==> src/rtl/mips_pkg.sv <==
// Shared encodings for the multi-cycle MIPS controller: FSM states, ALU operation
// codes, opcode/funct values and exception causes.
package mips_pkg;

  typedef enum logic [2:0] {
    ST_FETCH  = 3'd0,
    ST_DECODE = 3'd1,
    ST_EXEC   = 3'd2,
    ST_MEM    = 3'd3,
    ST_WB     = 3'd4,
    ST_EXC    = 3'd5
  } state_t;

  localparam logic [3:0] ALU_ADD  = 4'd0;
  localparam logic [3:0] ALU_ADDU = 4'd1;
  localparam logic [3:0] ALU_SUB  = 4'd2;
  localparam logic [3:0] ALU_SUBU = 4'd3;
  localparam logic [3:0] ALU_AND  = 4'd4;
  localparam logic [3:0] ALU_OR   = 4'd5;
  localparam logic [3:0] ALU_SLL  = 4'd6;
  localparam logic [3:0] ALU_SRL  = 4'd7;
  localparam logic [3:0] ALU_SLT  = 4'd8;
  localparam logic [3:0] ALU_BEQ  = 4'd9;
  localparam logic [3:0] ALU_BNE  = 4'd10;

  localparam logic [5:0] OP_RTYPE = 6'h00;
  localparam logic [5:0] OP_ADDI  = 6'h08;
  localparam logic [5:0] OP_LW    = 6'h23;
  localparam logic [5:0] OP_SW    = 6'h2B;
  localparam logic [5:0] OP_BEQ   = 6'h04;
  localparam logic [5:0] OP_BNE   = 6'h05;

  localparam logic [5:0] FN_ADD  = 6'h20;
  localparam logic [5:0] FN_ADDU = 6'h21;
  localparam logic [5:0] FN_SUB  = 6'h22;
  localparam logic [5:0] FN_SUBU = 6'h23;
  localparam logic [5:0] FN_AND  = 6'h24;
  localparam logic [5:0] FN_OR   = 6'h25;
  localparam logic [5:0] FN_SLL  = 6'h00;
  localparam logic [5:0] FN_SRL  = 6'h02;
  localparam logic [5:0] FN_SLT  = 6'h2A;

  localparam logic [1:0] EXC_NONE     = 2'd0;
  localparam logic [1:0] EXC_ILLEGAL  = 2'd1;
  localparam logic [1:0] EXC_OVERFLOW = 2'd2;
  localparam logic [1:0] EXC_TIMEOUT  = 2'd3;

endpackage

==> src/rtl/mips_alu_dec.sv <==
// Combinational instruction decoder: opcode/funct to ALU operation, operand
// select, destination select and a legality flag.
module mips_alu_dec
  import mips_pkg::*;
(
  input  logic [5:0] op_i,
  input  logic [5:0] fn_i,
  output logic [3:0] alu_ctrl_o,
  output logic       alu_src_o,
  output logic       reg_dst_o,
  output logic       legal_o
);

  always_comb begin
    alu_ctrl_o = ALU_ADD;
    alu_src_o  = 1'b0;
    reg_dst_o  = 1'b0;
    legal_o    = 1'b1;
    case (op_i)
      OP_RTYPE: begin
        reg_dst_o = 1'b1;
        case (fn_i)
          FN_ADD:  alu_ctrl_o = ALU_ADD;
          FN_ADDU: alu_ctrl_o = ALU_ADDU;
          FN_SUB:  alu_ctrl_o = ALU_SUB;
          FN_SUBU: alu_ctrl_o = ALU_SUBU;
          FN_AND:  alu_ctrl_o = ALU_AND;
          FN_OR:   alu_ctrl_o = ALU_OR;
          FN_SLL:  alu_ctrl_o = ALU_SLL;
          FN_SRL:  alu_ctrl_o = ALU_SRL;
          FN_SLT:  alu_ctrl_o = ALU_SLT;
          default: legal_o    = 1'b0;
        endcase
      end
      OP_ADDI: alu_src_o = 1'b1;
      OP_LW, OP_SW: begin
        alu_ctrl_o = ALU_ADDU;
        alu_src_o  = 1'b1;
      end
      OP_BEQ:  alu_ctrl_o = ALU_BEQ;
      OP_BNE:  alu_ctrl_o = ALU_BNE;
      default: legal_o    = 1'b0;
    endcase
  end

endmodule

==> src/rtl/mips_mc_ctrl.sv <==
// Multi-cycle MIPS control FSM (FETCH/DECODE/EXEC/MEM/WB/EXC) with memory wait timeout.
// Define MIPS_MC_CTRL_EXC_EN to trap illegal/overflow/timeout into a sticky EXC state.
module mips_mc_ctrl
  import mips_pkg::*;
#(
  parameter int MEM_WAIT_MAX = 255
) (
  input  logic       clk,
  input  logic       rst,
  input  logic [5:0] opcode,
  input  logic [5:0] funct,
  input  logic       zero,
  input  logic       overflow,
  input  logic       memReady,
  output logic [3:0] aluCtrl,
  output logic       aluSrc,
  output logic       irWrite,
  output logic       pcWrite,
  output logic       pcSrc,
  output logic       regWrite,
  output logic       regDst,
  output logic       memToReg,
  output logic       memRead,
  output logic       memWrite,
  output logic       exception,
  output logic [1:0] excCause,
  output logic [2:0] state
);

  localparam int WW = (MEM_WAIT_MAX < 2) ? 1 : $clog2(MEM_WAIT_MAX + 1);
  localparam logic [WW-1:0] WAIT_MAX = WW'(MEM_WAIT_MAX);

  state_t        state_q, state_d;
  logic [5:0]    op_q, fn_q;
  logic [WW-1:0] wait_q, wait_d;
  logic [1:0]    fault_code;
  logic [5:0]    dec_op, dec_fn;
  logic [3:0]    dec_ctrl;
  logic          dec_src, dec_regdst, dec_legal;
  logic          timeout, is_lw, is_sw, is_br;

  // The raw instruction is only consulted for the legality check in DECODE;
  // everything issued from EXEC onward comes from the latched copies.
  assign dec_op = (state_q == ST_DECODE) ? opcode : op_q;
  assign dec_fn = (state_q == ST_DECODE) ? funct  : fn_q;

  mips_alu_dec u_dec (
    .op_i       (dec_op),
    .fn_i       (dec_fn),
    .alu_ctrl_o (dec_ctrl),
    .alu_src_o  (dec_src),
    .reg_dst_o  (dec_regdst),
    .legal_o    (dec_legal)
  );

  assign is_lw   = (op_q == OP_LW);
  assign is_sw   = (op_q == OP_SW);
  assign is_br   = (op_q == OP_BEQ) || (op_q == OP_BNE);
  assign timeout = (wait_q == WAIT_MAX) && !memReady;
  assign state   = rst ? ST_FETCH : state_q;

  always_comb begin
    state_d    = state_q;
    fault_code = EXC_NONE;
    aluCtrl    = ALU_ADD;
    aluSrc     = 1'b0;
    irWrite    = 1'b0;
    pcWrite    = 1'b0;
    pcSrc      = 1'b0;
    regWrite   = 1'b0;
    regDst     = 1'b0;
    memToReg   = 1'b0;
    memRead    = 1'b0;
    memWrite   = 1'b0;
    case (state_q)
      ST_FETCH: begin
        memRead = 1'b1;
        if (memReady) begin
          irWrite = 1'b1;
          pcWrite = 1'b1;
          state_d = ST_DECODE;
        end else if (timeout) begin
          fault_code = EXC_TIMEOUT;
        end
      end
      ST_DECODE: begin
        if (dec_legal) state_d = ST_EXEC;
        else           fault_code = EXC_ILLEGAL;
      end
      ST_EXEC: begin
        aluCtrl = dec_ctrl;
        aluSrc  = dec_src;
        if (is_br) begin
          pcWrite = !zero;
          pcSrc   = !zero;
          state_d = ST_FETCH;
        end else if (overflow && (dec_ctrl == ALU_ADD || dec_ctrl == ALU_SUB)) begin
          fault_code = EXC_OVERFLOW;
        end else if (is_lw || is_sw) begin
          state_d = ST_MEM;
        end else begin
          state_d = ST_WB;
        end
      end
      ST_MEM: begin
        memRead  = is_lw;
        memWrite = is_sw;
        if (memReady)     state_d = is_lw ? ST_WB : ST_FETCH;
        else if (timeout) fault_code = EXC_TIMEOUT;
      end
      ST_WB: begin
        regWrite = 1'b1;
        regDst   = dec_regdst;
        memToReg = is_lw;
        state_d  = ST_FETCH;
      end
`ifdef MIPS_MC_CTRL_EXC_EN
      ST_EXC:  state_d = ST_EXC;
`endif
      default: state_d = ST_FETCH;
    endcase

`ifdef MIPS_MC_CTRL_EXC_EN
    if (fault_code != EXC_NONE) state_d = ST_EXC;
`else
    if (fault_code != EXC_NONE) state_d = ST_FETCH;
`endif

    // A fault restarting FETCH from FETCH is still a fresh access.
    if (state_d != state_q || fault_code != EXC_NONE)
      wait_d = '0;
    else if ((state_q == ST_FETCH || state_q == ST_MEM) && !memReady && wait_q != WAIT_MAX)
      wait_d = wait_q + 1'b1;
    else
      wait_d = wait_q;

    if (rst) begin
      aluCtrl  = ALU_ADD;
      aluSrc   = 1'b0;
      irWrite  = 1'b0;
      pcWrite  = 1'b0;
      pcSrc    = 1'b0;
      regWrite = 1'b0;
      regDst   = 1'b0;
      memToReg = 1'b0;
      memRead  = 1'b0;
      memWrite = 1'b0;
    end
  end

  always_ff @(posedge clk) begin
    if (rst) begin
      state_q <= ST_FETCH;
      op_q    <= '0;
      fn_q    <= '0;
      wait_q  <= '0;
    end else begin
      state_q <= state_d;
      wait_q  <= wait_d;
      if (state_q == ST_DECODE) begin
        op_q <= opcode;
        fn_q <= funct;
      end
    end
  end

`ifdef MIPS_MC_CTRL_EXC_EN
  logic       exc_q;
  logic [1:0] cause_q;

  always_ff @(posedge clk) begin
    if (rst) begin
      exc_q   <= 1'b0;
      cause_q <= EXC_NONE;
    end else if (!exc_q && fault_code != EXC_NONE) begin
      exc_q   <= 1'b1;
      cause_q <= fault_code;
    end
  end

  assign exception = exc_q && !rst;
  assign excCause  = rst ? EXC_NONE : cause_q;
`else
  assign exception = 1'b0;
  assign excCause  = EXC_NONE;
`endif

endmodule

==> config.mk <==
export PLATFORM = sky130hd
export DESIGN_NAME = mips_mc_ctrl
export DESIGN_NICKNAME = d
export VERILOG_FILES = /design/src/rtl/mips_pkg.sv /design/src/rtl/mips_alu_dec.sv /design/src/rtl/mips_mc_ctrl.sv
export SDC_FILE = /design/constraint.sdc
export NUM_CORES = 1
export LEC_CHECK = 0
export CORE_MARGIN = 2
export CORE_UTILIZATION = 51
export DETAILED_ROUTE_END_ITERATION = 6
export HOLD_SLACK_MARGIN = 0.05
export PLACE_DENSITY = 0.91
export RECOVER_POWER = 50
export SLEW_MARGIN = 20
export SYNTH_ARGS = -nofsm -noshare
export SYNTH_HDL_FRONTEND = slang
export SYNTH_SLANG_ARGS = --single-unit
==> constraint.sdc <==
create_clock -name clk -period 2 [get_ports clk]
set_input_delay 0.3 -clock clk [delete_from_list [all_inputs] [get_ports clk]]
set_output_delay 0.3 -clock clk [all_outputs]
set_load 0.01 [all_outputs]
==> results of run 1 <==
Yosys cell counts, types with 2 or more instances:
| cell type | instances |
|---|---|
| a211oi_1 | 4 |
| a21oi_1 | 19 |
| a31oi_1 | 3 |
| and3_1 | 3 |
| and3b_1 | 2 |
| and4_1 | 2 |
| and4b_1 | 2 |
| buf_2 | 5 |
| buf_4 | 3 |
| buf_6 | 2 |
| clkbuf_1 | 8 |
| dfxtp_1 | 23 |
| inv_1 | 8 |
| mux2i_1 | 2 |
| nand2_1 | 32 |
| nand2b_1 | 3 |
| nand3_1 | 5 |
| nand3b_1 | 2 |
| nand4_1 | 4 |
| nor2_1 | 31 |
| nor2b_1 | 5 |
| nor3_1 | 4 |
| nor3b_1 | 2 |
| nor4_1 | 7 |
| nor4b_1 | 7 |
| o211ai_1 | 3 |
| o21ai_0 | 3 |
| o31ai_1 | 2 |
| or2_2 | 3 |
| or3_1 | 6 |
| or3b_1 | 2 |
| or4b_2 | 2 |
| xnor2_1 | 8 |
through the flow:
step | setup slack (ns) | hold slack, ns
floorplan | 0.0311 | 0.436
detailed placement | -0.631 | 0.469
CTS | -0.373 | 0.506
finish | -0.462 | 0.415
global placement | -0.563 | 0.454
global route | -0.521 | 0.386
state kept, by name (all words and copies together) (netlist names):
register and cells:
wait_q 8, fn_q 6, op_q 6, state_q 3
worst max-delay path: cells and delay by family (launching register included):
| family | cells | cell delay, ns |
|---|---|---|
| and+or+nand+nor | 3 | 0.62 |
| DFF | 1 | 0.39 |
| AOI/OAI and AO/OA | 2 | 0.23 |
| buffers and inverters | 4 | 0.57 |
repair_timing:
action	in CTS	in global routing
setup endpoints to repair	14	18
pin swaps	17	18
buffers inserted	6	9
resized for setup	81	45
cell type report:
cell class | count | area, um2
timing repair buffer | 98 | 851
multi-input combinational | 187 | 1350
clock buffer | 3 | 22.5
fill | 134 | 315
tap | 44 | 55.1
clock inverter | 1 | 5.00
inverter | 8 | 33.8
sequential | 23 | 468
kinds of logic (layout without fill, tap and decap cells):
kind of cell,after synthesis,after routing,synth area share
AND/OR/NAND/NOR,128,128,0.413
AO/OA/AOI/OAI,45,45,0.175
buffers and inverters,26,110,0.0770
flip-flops,23,23,0.273
XOR/XNOR,8,8,0.0415
multiplexers,2,2,0.0119
adder cells (fa/ha/maj),1,1,0.00741
other,1,3,0.00222
power breakdown:
part           total, mW  switching (mW)  leakage (nW)  internal, mW
sequential         0.505          0.0240         0.189         0.481
clock              0.244           0.169        0.0177        0.0753
combinational      0.624           0.323         0.963         0.301
total               1.37           0.516          1.17         0.857
per-layer routing:
metal / up-vias / share of wire
li1: 1005 / -
met1: 1102 / 0.36
met2: 254 / 0.43
met3: 95 / 0.13
met4: 0 / 0.083
met5: - / 0
cells in the final DEF (no fill, tap or decap), drive strengths merged, types with 4 or more instances in the layout:
cell	synthesis	layout
a211oi	5	5
a21oi	19	19
buf	10	75
clkbuf	8	5
clkdlybuf4s50	0	15
dfxtp	23	23
dlymetal6s2s	0	5
inv	8	7
nand2	32	32
nand3	5	5
nand4	4	4
nor2	31	31
nor2b	5	5
nor3	5	5
nor4	7	7
nor4b	7	7
o21ai	4	4
or3	6	6
xnor2	8	8
worst paths after layout:
| kind | depth (start not counted) | startpoint | end |
|---|---|---|---|
| worst min register to register | 2 | op_q[5] | op_q[5] |
| worst min-delay path | 3 | funct[5] | fn_q[5] |
| worst max register to register | 7 | state_q[1] | wait_q[5] |
| worst max-delay path | 9 | state_q[2] | aluCtrl[1] |
==> results.sh, run 1 <==
export IMPL_setup_viol=16
export IMPL_worstSetupPathType="flip-flop to primary output"
export IMPL_routed_wl_um=8170
export IMPL_powerDensity_mw_per_mm2=493
export IMPL_syn_avg_cell_area_um2=7.22
export IMPL_dr_pass1_iters=7
export IMPL_io_buffers=32
export IMPL_peakVddDrop_uv=426
export IMPL_grt_use_met2=0.577
export IMPL_min_path_type="primary input to flip-flop"
export IMPL_path_clk_slew_ns=0.15
export IMPL_start_kind="flip-flop"
export IMPL_hold_violations=0
export IMPL_coreArea_mm2=0.00310
export IMPL_synthFlopType="dfxtp_1"
export IMPL_cts_buffers=3
export IMPL_wl_per_cell_um=22.4
export IMPL_gr_max_usage_layer="met2"
export IMPL_finalMaxSlewViolations=0
export IMPL_grt_usage=0.348
export IMPL_holdBufCountCts=0
export IMPL_drv_cap=0
export IMPL_finalCritPeriodShare=1.23
export IMPL_synth_edff_count=0
export IMPL_crit_required_ns=1.70
export IMPL_viasPerCell=6.75
export IMPL_slew_headroom=0.591
export IMPL_ys_seq_area_frac=0.273
export IMPL_crit_slowest_cell="dfxtp_4"
export IMPL_totalPowerFinal_mw=1.37
export IMPL_synthCells=234
export IMPL_worstPathCellList="buf_6 > nor3b_2 > buf_6 > buf_12 > and4b_1 > or2_4 > o21ai_2 > a21oi_1 > buf_2"
export IMPL_design_area_mm2=0.00279
export IMPL_vias=2456
export IMPL_instances_no_fill=364
export IMPL_yosys_warnings=0
export IMPL_place_area_mm2=0.00238
export IMPL_gr_usage_met3=0.0672
export IMPL_cp_arrival_ns=2.16
export IMPL_ys_types=50
export IMPL_fp_dieW_um=61.6
export IMPL_worst_slack_ns=-0.462
export IMPL_async_flop_share=0
export IMPL_cts_root_buf="clkbuf_4"
export IMPL_netlist_area_mm2=0.00169
export IMPL_r2r_slack_ns=-0.16
export IMPL_critPathMaxFanout=4
export IMPL_violations="DRC, setup timing"
export IMPL_nets=339
export IMPL_start_util=0.544
export IMPL_use_met1=0.425
export IMPL_cpMostUsedCell="buf_6"
export IMPL_place_detailed_hpwl_um=3910
export IMPL_worst_pin_slew_ns=0.611
export IMPL_drt_antenna_violating_nets=0
export IMPL_clock_skew_ns=0.00819
export IMPL_cts_sinks=23
export IMPL_grt_pass1_vias=2011
export IMPL_die_area_mm2=0.00379
export IMPL_final_core_util=0.898
export IMPL_ctsLongestPathBuffers=2
export IMPL_rsz0062_at_grt="yes"
export IMPL_synth_seq_cells=23
export IMPL_drc=19
export IMPL_cts_tree="done"
export IMPL_gp_congestion=0.961
export IMPL_globalRouteOverflowTotal=0
export IMPL_ioPinCount=36
export IMPL_die_h_um=61.6
export IMPL_layout_drive_gt1_share=0.397
export IMPL_antenna_found_initial=0
export IMPL_p_leak_nw=1.17
export IMPL_timing_final_crit_period_ns=2.46
export IMPL_setup_tns_ns=-3.72
export IMPL_row_count=20
export IMPL_drtIter0Drc=350
export IMPL_yosys_top_cells_area="dfxtp_1 27%, nand2_1 7.1%, nor2_1 6.9%"
export IMPL_grt_max_degree=18
export IMPL_yosysTopAreaCell="dfxtp_1"
export IMPL_diodes=0
export IMPL_dp_cells=348
export IMPL_htree_num_levels=1
export IMPL_fmax_mhz=406
export IMPL_worstSkewPairLatency_ns=0.34
export IMPL_end_kind="primary output"
export IMPL_areaGrowthSynthToFinish_pct=65.0
export IMPL_slowest_delay_ns=0.39
export IMPL_outcome="finished, violations left"
export IMPL_grt_pass1_wl_um=9660
export IMPL_synth_top_area_share=0.273
(Power assumes the default switching activity.)
==> inputs of run 2 (changes only) <==
--- a/config.mk
+++ b/config.mk
@@ -5,6 +5,7 @@
 export SDC_FILE = /design/constraint.sdc
 export NUM_CORES = 1
 export LEC_CHECK = 0
+export CAP_MARGIN = 20
 export CORE_MARGIN = 2
 export CORE_UTILIZATION = 51
 export DETAILED_ROUTE_END_ITERATION = 6
==> results of run 2 <==
No change in the layout: final DEF, timing and power equal those of run 1.
==> inputs of run 3 (changes only) <==
--- a/config.mk
+++ b/config.mk
@@ -8,6 +8,7 @@
 export CAP_MARGIN = 20
 export CORE_MARGIN = 2
 export CORE_UTILIZATION = 51
+export CTS_BUF_LIST = sky130_fd_sc_hd__clkbuf_8
 export DETAILED_ROUTE_END_ITERATION = 6
 export HOLD_SLACK_MARGIN = 0.05
 export PLACE_DENSITY = 0.91
==> run 3 against run 2 <==
The flow still finishes with violations (DRC, setup timing). Register-to-register slack better by 0.03 ns. Global-route usage grew 5.5 points. Final cell count up 0.27%. Sequential share of layout area fell by 0.37 points. Worst setup slack better by 0.063 ns. Highest routed layer unchanged. Sequential power hardly changed. Combinational power about the same. Critical path type unchanged. Maximum frequency rose by 2.6%.
==> results.sh, run 3 (synthesis gave the netlist of run 1 again) <==
export IMPL_timing_hold_ws_ns=0.465
export IMPL_dr_pass1_iters=7
export IMPL_finalMaxSlewViolations=0
export IMPL_wl_per_cell_um=23.8
export IMPL_outcome="finished, violations left"
export IMPL_rsz0062_at_grt="yes"
export IMPL_slew_headroom=0.539
export IMPL_htree_num_levels=1
export IMPL_layout_drive_gt1_share=0.427
export IMPL_design_area_mm2=0.00284
export IMPL_place_area_mm2=0.00238
export IMPL_vias=2555
export IMPL_critPathMaxFanout=17
export IMPL_coreArea_mm2=0.00310
export IMPL_path_clk_slew_ns=0.10
export IMPL_hold_violations=0
export IMPL_diodes=0
export IMPL_gp_congestion=0.961
export IMPL_nFillCells=117
export IMPL_setup_viol=15
export IMPL_worstSetupPathType="flip-flop to primary output"
export IMPL_grt_usage=0.402
export IMPL_finalCritPeriodShare=1.20
export IMPL_ioPinCount=36
export IMPL_grt_pass1_vias=2250
export IMPL_grt_pass1_wl_um=11000
export IMPL_cts_sinks=23
export IMPL_grt_max_degree=18
export IMPL_regMostFlops="wait_q"
export IMPL_drv_cap=0
export IMPL_worstPathCellList="or3b_1 > buf_4 > a31oi_4 > a21oi_2 > nor2_1 > nor2_1 > buf_2"
export IMPL_violations="DRC, setup timing"
export IMPL_slowest_delay_ns=0.48
export IMPL_start_util=0.544
export IMPL_viasPerCell=7.00
export IMPL_drt_antenna_violating_nets=0
export IMPL_io_buffers=32
export IMPL_largest_reg_flops=8
export IMPL_place_detailed_hpwl_um=3910
export IMPL_die_h_um=61.6
export IMPL_cp_arrival_ns=2.10
export IMPL_fmax_mhz=417
export IMPL_drc=2
export IMPL_crit_slowest_cell="or3b_1"
export IMPL_powerDensity_mw_per_mm2=514
export IMPL_clock_skew_ns=0.00542
export IMPL_dpl_worst_slack_ns=-0.631
export IMPL_reg_largest_list="wait_q (8), fn_q (6), op_q (6)"
export IMPL_cts_buffers=3
export IMPL_antenna_found_initial=0
export IMPL_worstSkewPairLatency_ns=0.28
export IMPL_row_count=20
export IMPL_worst_slack_ns=-0.399
export IMPL_timing_final_crit_period_ns=2.40
export IMPL_crit_required_ns=1.70
export IMPL_nets=340
export IMPL_instances_no_fill=365
export IMPL_drtIter0Drc=498
export IMPL_p_leak_nw=1.20
export IMPL_cts_tree="done"
export IMPL_end_kind="primary output"
export IMPL_fp_dieW_um=61.6
export IMPL_die_area_mm2=0.00379
export IMPL_min_path_type="primary input to flip-flop"
export IMPL_final_core_util=0.914
export IMPL_routed_wl_um=8680
export IMPL_worst_pin_slew_ns=0.688
export IMPL_peakVddDrop_uv=443
export IMPL_cts_root_buf="clkbuf_8"
export IMPL_cpMostUsedCell="nor2_1"
export IMPL_start_kind="flip-flop"
export IMPL_layout_common_cells="58 x buf_4, 31 x nand2_1, 25 x nor2_1, 19 x dfxtp_1, 16 x a21oi_1"
export IMPL_globalRouteOverflowTotal=0
export IMPL_mostFrequentLayoutCell="buf_4"
export IMPL_ctsLongestPathBuffers=2
export IMPL_dp_cells=348
export IMPL_areaGrowthSynthToFinish_pct=67.9
export IMPL_holdBufCountCts=0
[run 3: cell types whose count changed in the layout (fill, tap and decap cells not counted), sizes merged]
cell,before,now
clkbuf,5,3
buf,75,78
clkdlybuf4s50,15,12
dlygate4sd2,1,3
dlymetal6s2s,5,6
[run 3: final timing paths]
| check | start | to | slack (ns) | cells after the start |
|---|---|---|---|---|
| worst min register to register | op_q[5] | op_q[5] | 0.54 | 2 |
| worst min-delay path | funct[5] | fn_q[5] | 0.46 | 3 |
| worst max register to register | state_q[1] | wait_q[6] | -0.13 | 7 |
| worst max-delay path | state_q[0] | aluSrc | -0.40 | 7 |
[run 3: through the flow]
stage               setup TNS [ns]  power, mW
finish                       -2.74       1.46
global route                 -3.38       1.48
CTS                          -1.78       1.32
detailed placement           -5.54      0.933
global placement             -4.96      0.916
floorplan                        0      0.730
[run 3: metal layers]
layer / global-route usage / wire length, um / vias up / share of wire
met5: 0 / 0 / - / 0
met1: 0.471 / 3020 / 1151 / 0.35
met3: 0.101 / 1240 / 104 / 0.14
met2: 0.639 / 3680 / 290 / 0.42
met4: 0.283 / 746 / 0 / 0.086
li1: - / - / 1010 / -
[run 3: cell type report]
type                            instances  area [um2]  share of cell area
Timing Repair Buffer                   99         850               0.300
Sequential cell                        23         465               0.164
Tap cell                               44        55.1              0.0194
Clock inverter                          1        5.00             0.00177
Clock buffer                            3        41.3              0.0146
Multi-Input combinational cell        187        1390               0.489
Inverter                                8        33.8              0.0119
[run 3: power breakdown]
part           internal (mW)  switching [mW]  leakage, nW
Combinational          0.289           0.338        0.988
Clock                  0.140           0.184       0.0255
Sequential             0.481          0.0243        0.189
[run 3: critical path: cells and delay by family, from the launching register on]
kind / cells / cell delay (ns)
compound gates: 2 / 0.24
simple gates: 3 / 0.77
flops: 1 / 0.39
buf+inv: 2 / 0.42
[run 3: what timing repair did]
action / 4_1_cts / 5_1_grt
setup buffers: 9 / 5
resized for setup: 90 / 40
pin swaps: 16 / 11
setup endpoints to repair: 14 / 19
